$ cat src/rtl/alu_issue_pkg.sv
// Shared types for the ALU issue stage: operand select, issue request,
// encoded ALU inputs and the skid-buffer state encoding.
// Imported by alu_input_encode and alu_issue.
package alu_issue_pkg;

  localparam int XLEN     = 32;
  localparam int ALU_ID_W = 3;

  typedef enum logic [1:0] {
    OP1_RS1  = 2'd0,
    OP1_PC   = 2'd1,
    OP1_ZERO = 2'd2
  } alu_op1_sel_t;

  typedef enum logic [1:0] {
    LOGIC_ADD = 2'd0,
    LOGIC_XOR = 2'd1,
    LOGIC_OR  = 2'd2,
    LOGIC_AND = 2'd3
  } alu_logic_op_t;

  typedef struct packed {
    logic [2:0]          fn3;
    logic                fn7_5;
    logic                is_imm;
    alu_op1_sel_t        op1_sel;
    logic [XLEN-1:0]     rs1;
    logic [XLEN-1:0]     rs2;
    logic [XLEN-1:0]     imm;
    logic [XLEN-1:0]     pc;
    logic [ALU_ID_W-1:0] id;
  } alu_issue_req_t;

  typedef struct packed {
    logic [XLEN:0]   in1;          // sign/zero-extended operand 1
    logic [XLEN:0]   in2;          // sign/zero-extended operand 2
    logic [XLEN-1:0] shifter_in;
    logic [4:0]      shift_amount;
    logic            subtract;
    logic            slt_path;
    alu_logic_op_t   logic_op;
    logic            shifter_path;
    logic            lshift;
    logic            arith;
  } alu_inputs_t;

  typedef enum logic [1:0] {
    ST_EMPTY = 2'd0,
    ST_ONE   = 2'd1,
    ST_TWO   = 2'd2
  } issue_state_t;

endpackage

$ cat src/rtl/alu_input_encode.sv
// Purpose: combinational encode of a decoded RV32I integer op into ALU inputs.
// Ports: req (alu_issue_req_t) in, alu (alu_inputs_t) out.
// Latency: zero (pure combinational); no flow control of its own.
module alu_input_encode
  import alu_issue_pkg::*;
(
  input  alu_issue_req_t req,
  output alu_inputs_t    alu
);

  logic [XLEN-1:0] op1;
  logic [XLEN-1:0] op2;
  logic [2:0]      fn3;
  logic            is_rs1;
  logic            sgn;

  always_comb begin
    alu    = '0;
    is_rs1 = (req.op1_sel == OP1_RS1);
    // LUI/AUIPC are plain adds regardless of whatever fn3 bits decode left.
    fn3    = is_rs1 ? req.fn3 : 3'b000;

    case (req.op1_sel)
      OP1_RS1: op1 = req.rs1;
      OP1_PC:  op1 = req.pc;
      default: op1 = '0;
    endcase
    op2 = req.is_imm ? req.imm : req.rs2;

    // Only SLTU compares unsigned; everything else extends with the sign bit.
    sgn = (fn3 != 3'b011);

    alu.in1          = {sgn & op1[XLEN-1], op1};
    alu.in2          = {sgn & op2[XLEN-1], op2};
    alu.shifter_in   = op1;
    alu.shift_amount = op2[4:0];

    case (fn3)
      3'b000: begin
        // There is no SUBI: fn7_5 only selects subtract for register ops.
        alu.subtract = req.fn7_5 & ~req.is_imm & is_rs1;
        alu.logic_op = LOGIC_ADD;
      end
      3'b010, 3'b011: begin
        alu.subtract = 1'b1;
        alu.slt_path = 1'b1;
        alu.logic_op = LOGIC_ADD;
      end
      3'b100: alu.logic_op = LOGIC_XOR;
      3'b110: alu.logic_op = LOGIC_OR;
      3'b111: alu.logic_op = LOGIC_AND;
      3'b001: begin
        alu.shifter_path = 1'b1;
        alu.lshift       = 1'b1;
      end
      default: begin // 3'b101: SRL/SRA, fn7_5 already carries imm[10] for OP-IMM
        alu.shifter_path = 1'b1;
        alu.arith        = req.fn7_5;
      end
    endcase
  end

endmodule

$ cat src/rtl/alu_issue.sv
// Purpose: registered ALU operand issue stage with a 2-entry skid buffer.
// Latency: 1 cycle accept -> out_valid; 1 op/cycle sustained with out_ready=1.
// Backpressure: in_ready is a flop, low only when out reg and skid are both full.
// Ports: clk, rst (sync, active-high), flush, in_valid/in_ready/in_req,
//        out_valid/out_ready/out_alu/out_id.
// Optional: define ALU_ISSUE_PERF_EN to add perf_issued / perf_stall counters.
module alu_issue
  import alu_issue_pkg::*;
#(
  parameter int ID_W = ALU_ID_W
) (
  input  logic           clk,
  input  logic           rst,
  input  logic           flush,
  input  logic           in_valid,
  output logic           in_ready,
  input  alu_issue_req_t in_req,
  output logic           out_valid,
  input  logic           out_ready,
  output alu_inputs_t    out_alu,
  output logic [ID_W-1:0] out_id
`ifdef ALU_ISSUE_PERF_EN
  ,
  output logic [31:0]    perf_issued,
  output logic [31:0]    perf_stall
`endif
);

  alu_inputs_t     enc_alu;
  logic [ID_W-1:0] enc_id;

  alu_input_encode u_encode (
    .req (in_req),
    .alu (enc_alu)
  );

  assign enc_id = ID_W'(in_req.id);

  issue_state_t    state_q, state_nxt;
  logic            in_ready_q;
  alu_inputs_t     out_alu_q, skid_alu_q;
  logic [ID_W-1:0] out_id_q, skid_id_q;

  logic accept;
  logic load_out;
  logic load_skid;
  logic skid_to_out;

  assign accept    = in_valid & in_ready_q;
  assign in_ready  = in_ready_q;
  assign out_valid = (state_q != ST_EMPTY);
  assign out_alu   = out_alu_q;
  assign out_id    = out_id_q;

  always_comb begin
    state_nxt   = state_q;
    load_out    = 1'b0;
    load_skid   = 1'b0;
    skid_to_out = 1'b0;

    case (state_q)
      ST_EMPTY: begin
        if (accept) begin
          state_nxt = ST_ONE;
          load_out  = 1'b1;
        end
      end
      ST_ONE: begin
        if (accept && !out_ready) begin
          state_nxt = ST_TWO;
          load_skid = 1'b1;
        end else if (accept) begin
          load_out = 1'b1;
        end else if (out_ready) begin
          state_nxt = ST_EMPTY;
        end
      end
      ST_TWO: begin
        if (out_ready) begin
          state_nxt   = ST_ONE;
          skid_to_out = 1'b1;
        end
      end
      default: state_nxt = ST_EMPTY;
    endcase

    // Flush discards everything, including an op handshaken this cycle.
    if (flush) begin
      state_nxt   = ST_EMPTY;
      load_out    = 1'b0;
      load_skid   = 1'b0;
      skid_to_out = 1'b0;
    end
  end

  always_ff @(posedge clk) begin
    if (rst) begin
      state_q    <= ST_EMPTY;
      in_ready_q <= 1'b1;
      out_alu_q  <= '0;
      out_id_q   <= '0;
      skid_alu_q <= '0;
      skid_id_q  <= '0;
    end else begin
      state_q    <= state_nxt;
      // Registered copy of (next state != TWO) keeps in_ready off any comb path.
      in_ready_q <= (state_nxt != ST_TWO);
      if (load_out) begin
        out_alu_q <= enc_alu;
        out_id_q  <= enc_id;
      end else if (skid_to_out) begin
        out_alu_q <= skid_alu_q;
        out_id_q  <= skid_id_q;
      end
      if (load_skid) begin
        skid_alu_q <= enc_alu;
        skid_id_q  <= enc_id;
      end
    end
  end

`ifdef ALU_ISSUE_PERF_EN
  logic [31:0] perf_issued_q, perf_stall_q;

  always_ff @(posedge clk) begin
    if (rst) begin
      perf_issued_q <= '0;
      perf_stall_q  <= '0;
    end else begin
      if (out_valid && out_ready && (perf_issued_q != 32'hFFFF_FFFF))
        perf_issued_q <= perf_issued_q + 32'd1;
      if (out_valid && !out_ready && (perf_stall_q != 32'hFFFF_FFFF))
        perf_stall_q <= perf_stall_q + 32'd1;
    end
  end

  assign perf_issued = perf_issued_q;
  assign perf_stall  = perf_stall_q;
`endif

endmodule

$ cat config.mk
export PLATFORM = sky130hd
export DESIGN_NAME = alu_issue
export DESIGN_NICKNAME = d
export VERILOG_FILES = /design/src/rtl/alu_issue_pkg.sv /design/src/rtl/alu_input_encode.sv /design/src/rtl/alu_issue.sv
export SDC_FILE = /design/constraint.sdc
export NUM_CORES = 1
export LEC_CHECK = 0
export BUFFER_PORTS_ARGS = -buffer_cell sky130_fd_sc_hd__buf_4
export CAP_MARGIN = 40
export CORE_ASPECT_RATIO = 1.4
export CORE_MARGIN = 1
export CORE_UTILIZATION = 40
export DETAILED_ROUTE_END_ITERATION = 10
export PLACE_DENSITY = 0.7
export SYNTH_ARGS = -nofsm -noshare
export SYNTH_HDL_FRONTEND = slang
export SYNTH_HIERARCHICAL = 1
export SYNTH_SLANG_ARGS = --single-unit
$ cat constraint.sdc
create_clock -name clk -period 2.46 [get_ports clk]
set_input_delay 0.246 -clock clk [delete_from_list [all_inputs] [get_ports clk]]
set_output_delay 0.246 -clock clk [all_outputs]
set_load 0.005 [all_outputs]
==> impl_metrics.ini, run 1 <==
[run_status]
status = complete, no violations

[die]
fp.coreArea_um2 = 27000
fp.dieArea_um2 = 28300
row_count = 71
die_w_um = 142
pin_count = 258
start_util = 0.409
die_h_um = 199

[timing]
setup_viol = 0
period_share = 0.875
relSlewSlack = 0.398
fmax_mhz = 465
rsz0062_at_grt = false
final.setup.tns_ps = 0
hold_slack_ps = 20.0
slew_viol_final = 0
fin_skew_ps = 8.45
worst_pin_slew_ps = 902
finalHoldViolations = 0
period_needed_ps = 2150
finalWorstSetupSlack_ps = 308

[pwr]
switchingPower_mw = 2.12
finalPower_mw = 8.72
p_comb_frac = 0.132
p_leak_nw = 5.24
powerDensity_nw_per_um2 = 642
seqPwrFrac = 0.451
ir_worst_vdd_v = 0.000480
sw_frac_of_total = 0.243
p_int_mw = 6.60
p_clk_frac = 0.417

[grt]
grtUsageTotal = 0.201
grt_pass1_vias = 9206
grt_use_met2 = 0.363
top_usage_layer = met2
grt_overflow = 0
grt_use_met1 = 0.238
grt_pass1_wl_um = 46000
grt_max_degree = 163
met3_usage = 0.0248
antenna_found_initial = 0

[finish]
final_cell_mix = nand2_1 (453), buf_4 (263), dfxtp_1 (229), nor2_1 (147), a21oi_1 (114)
area_delta_synth_final_pct = 23.0
final_area_um2 = 13600
final_util = 0.503
finalNonFillerCells = 1830
antenna_cells = 0
final_common_cell = nand2_1
drive_gt1_frac = 0.314
layout.nets = 1593

[placement]
gp_congestion = 0.762
dp_cells = 1787
place_ws_ps = 394
port_buffers = 257
dp_hpwl_um = 18500
dpl_cell_area_um2 = 12800

[clock_network]
cts_tree = yes
path_clk_slew_ps = 60
cts_root_buf = clkbuf_16
ctsHtreeMaxLevel = 1
ctsResizeCount = 0
post_cts_buffers = 0
insertion_delay_ps = 510
cts.sinks = 229
clock_path_buffers = 3
cts_buffers = 23

[min_path]
hp-class = in2reg
holdPathStages = 3

[synth]
avgSynthCellArea_um2 = 8.51
ys_ff_latch = 229
synthFlopType = dfxtp_1
synth_edf_count = 0
syn-num-nets = 1441
ys_types = 34
yosysWarnings = 6
synthArstFlopShare = 0
syn-cell-area_um2 = 11000
seq_area_frac_synth = 0.415
synth_cells = 1298

[routing]
via_per_inst = 5.18
drt_wl_total_um = 29300
postRouteAntennaNets = 0
wl_per_cell_um = 16.0
via_count = 9473
drc = 0
drtIter0Drc = 443
drtPass1Iterations = 5

[critical_path]
cp-end-kind = flop
critical_path.max_fanout = 162
startpoint_type = flop
worstPathArrival_ps = 2560
reg2regPathDepth = 5
worstPathRequired_ps = 2870
critPathKind = reg2reg

[flow_run]
cap_violations = 0
==> state kept, by name, summed over array words and instances (netlist names) <==
name,cells
out_alu,110
skid_alu_q,110
out_id,3
skid_id_q,3
state_q,2
in_ready,1
==> final timing paths <==
kind                                     from                     endpoint  slack, ps
hold reg to reg   skid_alu_q[84]$_SDFFE_PP0P_  skid_alu_q[84]$_SDFFE_PP0P_        450
setup / recovery        state_q[0]$_SDFF_PP0_     out_alu[73]$_SDFFE_PP0P_        310
setup reg to reg        state_q[0]$_SDFF_PP0_     out_alu[73]$_SDFFE_PP0P_        310
hold / removal                      in_req[1]    skid_id_q[1]$_SDFFE_PP0P_         20
==> cell usage after synthesis, types with 2 or more instances <==
cell type | n | area, µm²
and3b_1 | 3 | 26.3
nor2b_1 | 2 | 12.5
mux2i_1 | 34 | 340
nor3_1 | 2 | 10.0
and2_1 | 2 | 12.5
buf_12 | 6 | 120
a311oi_2 | 110 | 1650
a311oi_1 | 3 | 26.3
dfxtp_1 | 229 | 4580
mux2_4 | 30 | 450
buf_4 | 37 | 278
buf_2 | 20 | 100
clkbuf_1 | 60 | 225
nand2_1 | 453 | 1700
mux2_2 | 2 | 22.5
nor2_1 | 147 | 552
buf_1 | 12 | 45.0
and3_1 | 2 | 12.5
a21oi_1 | 114 | 571
or4_1 | 2 | 15.0
buf_6 | 15 | 169
==> routing by layer <==
metal / vias up / routed length [µm]
met1: 4493 / 12200
met3: 58 / 1530
met2: 289 / 14500
met4: 0 / 1040
met5: - / 0
li1: 4633 / -
==> power groups by stage <==
stage | Clock [mW] | Combinational, mW | Sequential, mW
floorplan | 0 | 0.715 | 4.01
global placement | 0 | 1.13 | 4.02
detailed placement | 0 | 1.16 | 4.02
CTS | 3.72 | 1.16 | 3.94
global route | 3.87 | 1.25 | 3.95
finish | 3.63 | 1.15 | 3.94
==> what timing repair did <==
item | CTS | global route
hold endpoints to repair | 3 | 0
setup endpoints to repair | 0 | 0
hold buffers | 3 | 0
==> cell families (layout without fill, tap and decap cells) <==
kind of cell,count (synthesis),count (layout),share of synthesized area
flip-flops,229,229,0.415
buffers and inverters,151,318,0.0852
AND/OR/NAND/NOR,620,620,0.218
AO/OA/AOI/OAI,232,232,0.208
multiplexers,66,66,0.0736
==> cell type report <==
type                       count  area, µm²
fill                        2619      13400
multi-input combinational    918       5550
sequential                   229       4580
timing repair buffer         277       2220
clock buffer                  35        701
tap                          365        457
clock inverter                 5       78.8
inverter                       1       3.75
==> critical path: stages, from the launching register on <==
cell	delay [ps]
dfxtp_1	430
nor2b_1	290
or4_4	200
buf_12	580
nor2_1	140
a311oi_2	280
Note: power is estimated with default switching activity, not from simulation.
==> inputs of run 2 (changes only) <==
==> constraint.sdc (replaced) <==
create_clock -name clk -period 2.3 [get_ports clk]
set_input_delay 0.23 -clock clk [delete_from_list [all_inputs] [get_ports clk]]
set_output_delay 0.23 -clock clk [all_outputs]
set_load 0.005 [all_outputs]
==> run 2 against run 1 <==
  * Sequential power rose by 6.9%
  * Critical path depth did not move
  * Die area did not move
  * Total power rose by 8.7%
  * Combinational power rose by 8%
  * Clock skew barely moved
  * Critical path type unchanged
==> impl_metrics.ini, run 2 (synthesis gave the netlist of run 1 again) <==
[grt]
grtUsageTotal = 0.201
grt_pass1_vias = 9107
grt_pass1_wl_um = 46000
grt_max_degree = 151
grt_overflow = 0
antenna_found_initial = 0

[timing]
fmax_mhz = 474
final.setup.tns_ps = 0
finalWorstSetupSlack_ps = 191
period_share = 0.917
setup_viol = 0
slew_viol_final = 0
period_needed_ps = 2110
fin_skew_ps = 8.13
rsz0062_at_grt = false
worst_pin_slew_ps = 868
relSlewSlack = 0.421
finalHoldViolations = 0

[finish]
final_area_um2 = 13700
multi_input_area_um2 = 5550
final_util = 0.506
antenna_cells = 0
final_common_cell = nand2_1
layout.nets = 1594
final_cell_mix = nand2_1 (453), buf_4 (262), dfxtp_1 (229), nor2_1 (147), a21oi_1 (114)
drive_gt1_frac = 0.317
seqCellArea_um2 = 4580
fillers = 2542
area_delta_synth_final_pct = 23.6
finalNonFillerCells = 1834

[die]
fp.dieArea_um2 = 28300
row_count = 71
start_util = 0.409
die_h_um = 199
fp.coreArea_um2 = 27000
die_w_um = 142
pin_count = 258

[routing]
wl_per_cell_um = 15.9
drc = 0
via_count = 9394
via_per_inst = 5.12
drtIter0Drc = 502
drt_wl_total_um = 29200
drtPass1Iterations = 5
postRouteAntennaNets = 0

[placement]
dp_cells = 1786
place_ws_ps = 282
gp_congestion = 0.758
dp_hpwl_um = 18100
dpl_cell_area_um2 = 12800
port_buffers = 257

[flow_run]
cap_violations = 0

[critical_path]
critical_path.max_fanout = 150
cp_cell_sequence = nor2b_1 > or4_4 > buf_12 > nor2_1 > a311oi_2
worstPathArrival_ps = 2520
reg2regPathDepth = 5
startpoint_type = flop
cp-end-kind = flop
worst_path_max_delay_cell = buf_12
reg2reg_from = state_q[0]$_SDFF_PP0_
startpoint = state_q[0]$_SDFF_PP0_
critPathKind = reg2reg
max_stage_delay_ps = 480
worstPathRequired_ps = 2710

[pwr]
ir_worst_vdd_v = 0.000471
p_leak_nw = 5.28
powerDensity_nw_per_um2 = 694

[clock_network]
cts_root_buf = clkbuf_16
cts_tree = yes
clock_path_buffers = 3
insertion_delay_ps = 510
cts.sinks = 229
path_clk_slew_ps = 60
ctsHtreeMaxLevel = 1
cts_buffers = 24

[min_path]
hp-class = in2reg
holdPathStages = 2
min-delay-start = out_ready

[run_status]
status = complete, no violations
-- run 2: what timing repair did --
item / in CTS / in global routing
endpoints found under the hold margin: 5 / 0
setup buffers: 0 / 0
gates resized for setup: 0 / 0
hold buffers: 4 / 0
-- run 2: worst paths after layout --
check                                                  end  slack (ps)
worst max register to register    out_alu[10]$_SDFFE_PP0P_         190
worst min register to register  skid_alu_q[2]$_SDFFE_PP0P_         450
worst min-delay path                   in_ready$_SDFF_PP1_          40
worst max-delay path              out_alu[10]$_SDFFE_PP0P_         190
-- run 2: layer usage --
| metal | vias to the layer above | part of all wire | wire length (µm) | track usage |
|---|---|---|---|---|
| met2 | 264 | 0.51 | 15000 | 0.370 |
| li1 | 4634 | - | - | - |
| met4 | 0 | 0.018 | 534 | 0.0566 |
| met5 | - | 0 | 0 | 0 |
| met1 | 4462 | 0.42 | 12100 | 0.243 |
| met3 | 34 | 0.052 | 1520 | 0.0253 |
-- run 2: metrics by stage --
step           power, mW  hold slack (ps)
6_report            9.48             36.5
5_1_grt             9.84             22.8
4_1_cts             9.59             18.4
3_5_place_dp        5.54              447
3_3_place_gp        5.52              439
2_1_floorplan       5.05              307
-- run 2: worst max-delay path, delay by kind of cell, from the launching register on --
kind,cells,cell delay (ps)
flops,1,430
simple gates,3,600
buf+inv,1,480
compound gates,1,280
-- run 2: area by class of cell --
cell class                      instances  share of cell area
Multi-Input combinational cell        918               0.406
Inverter                                1            0.000275
Clock buffer                           36              0.0562
Clock inverter                          8             0.00559
Tap cell                              365              0.0334
Sequential cell                       229               0.336
Timing Repair Buffer                  277               0.163
-- run 2: power by group --
group | switching, mW | leakage, nW | total [mW] | internal, mW
registers | 0.0920 | 1.87 | 4.21 | 4.12
logic | 0.607 | 2.99 | 1.24 | 0.632
clock network | 1.61 | 0.423 | 4.03 | 2.42
total | 2.31 | 5.28 | 9.48 | 7.17
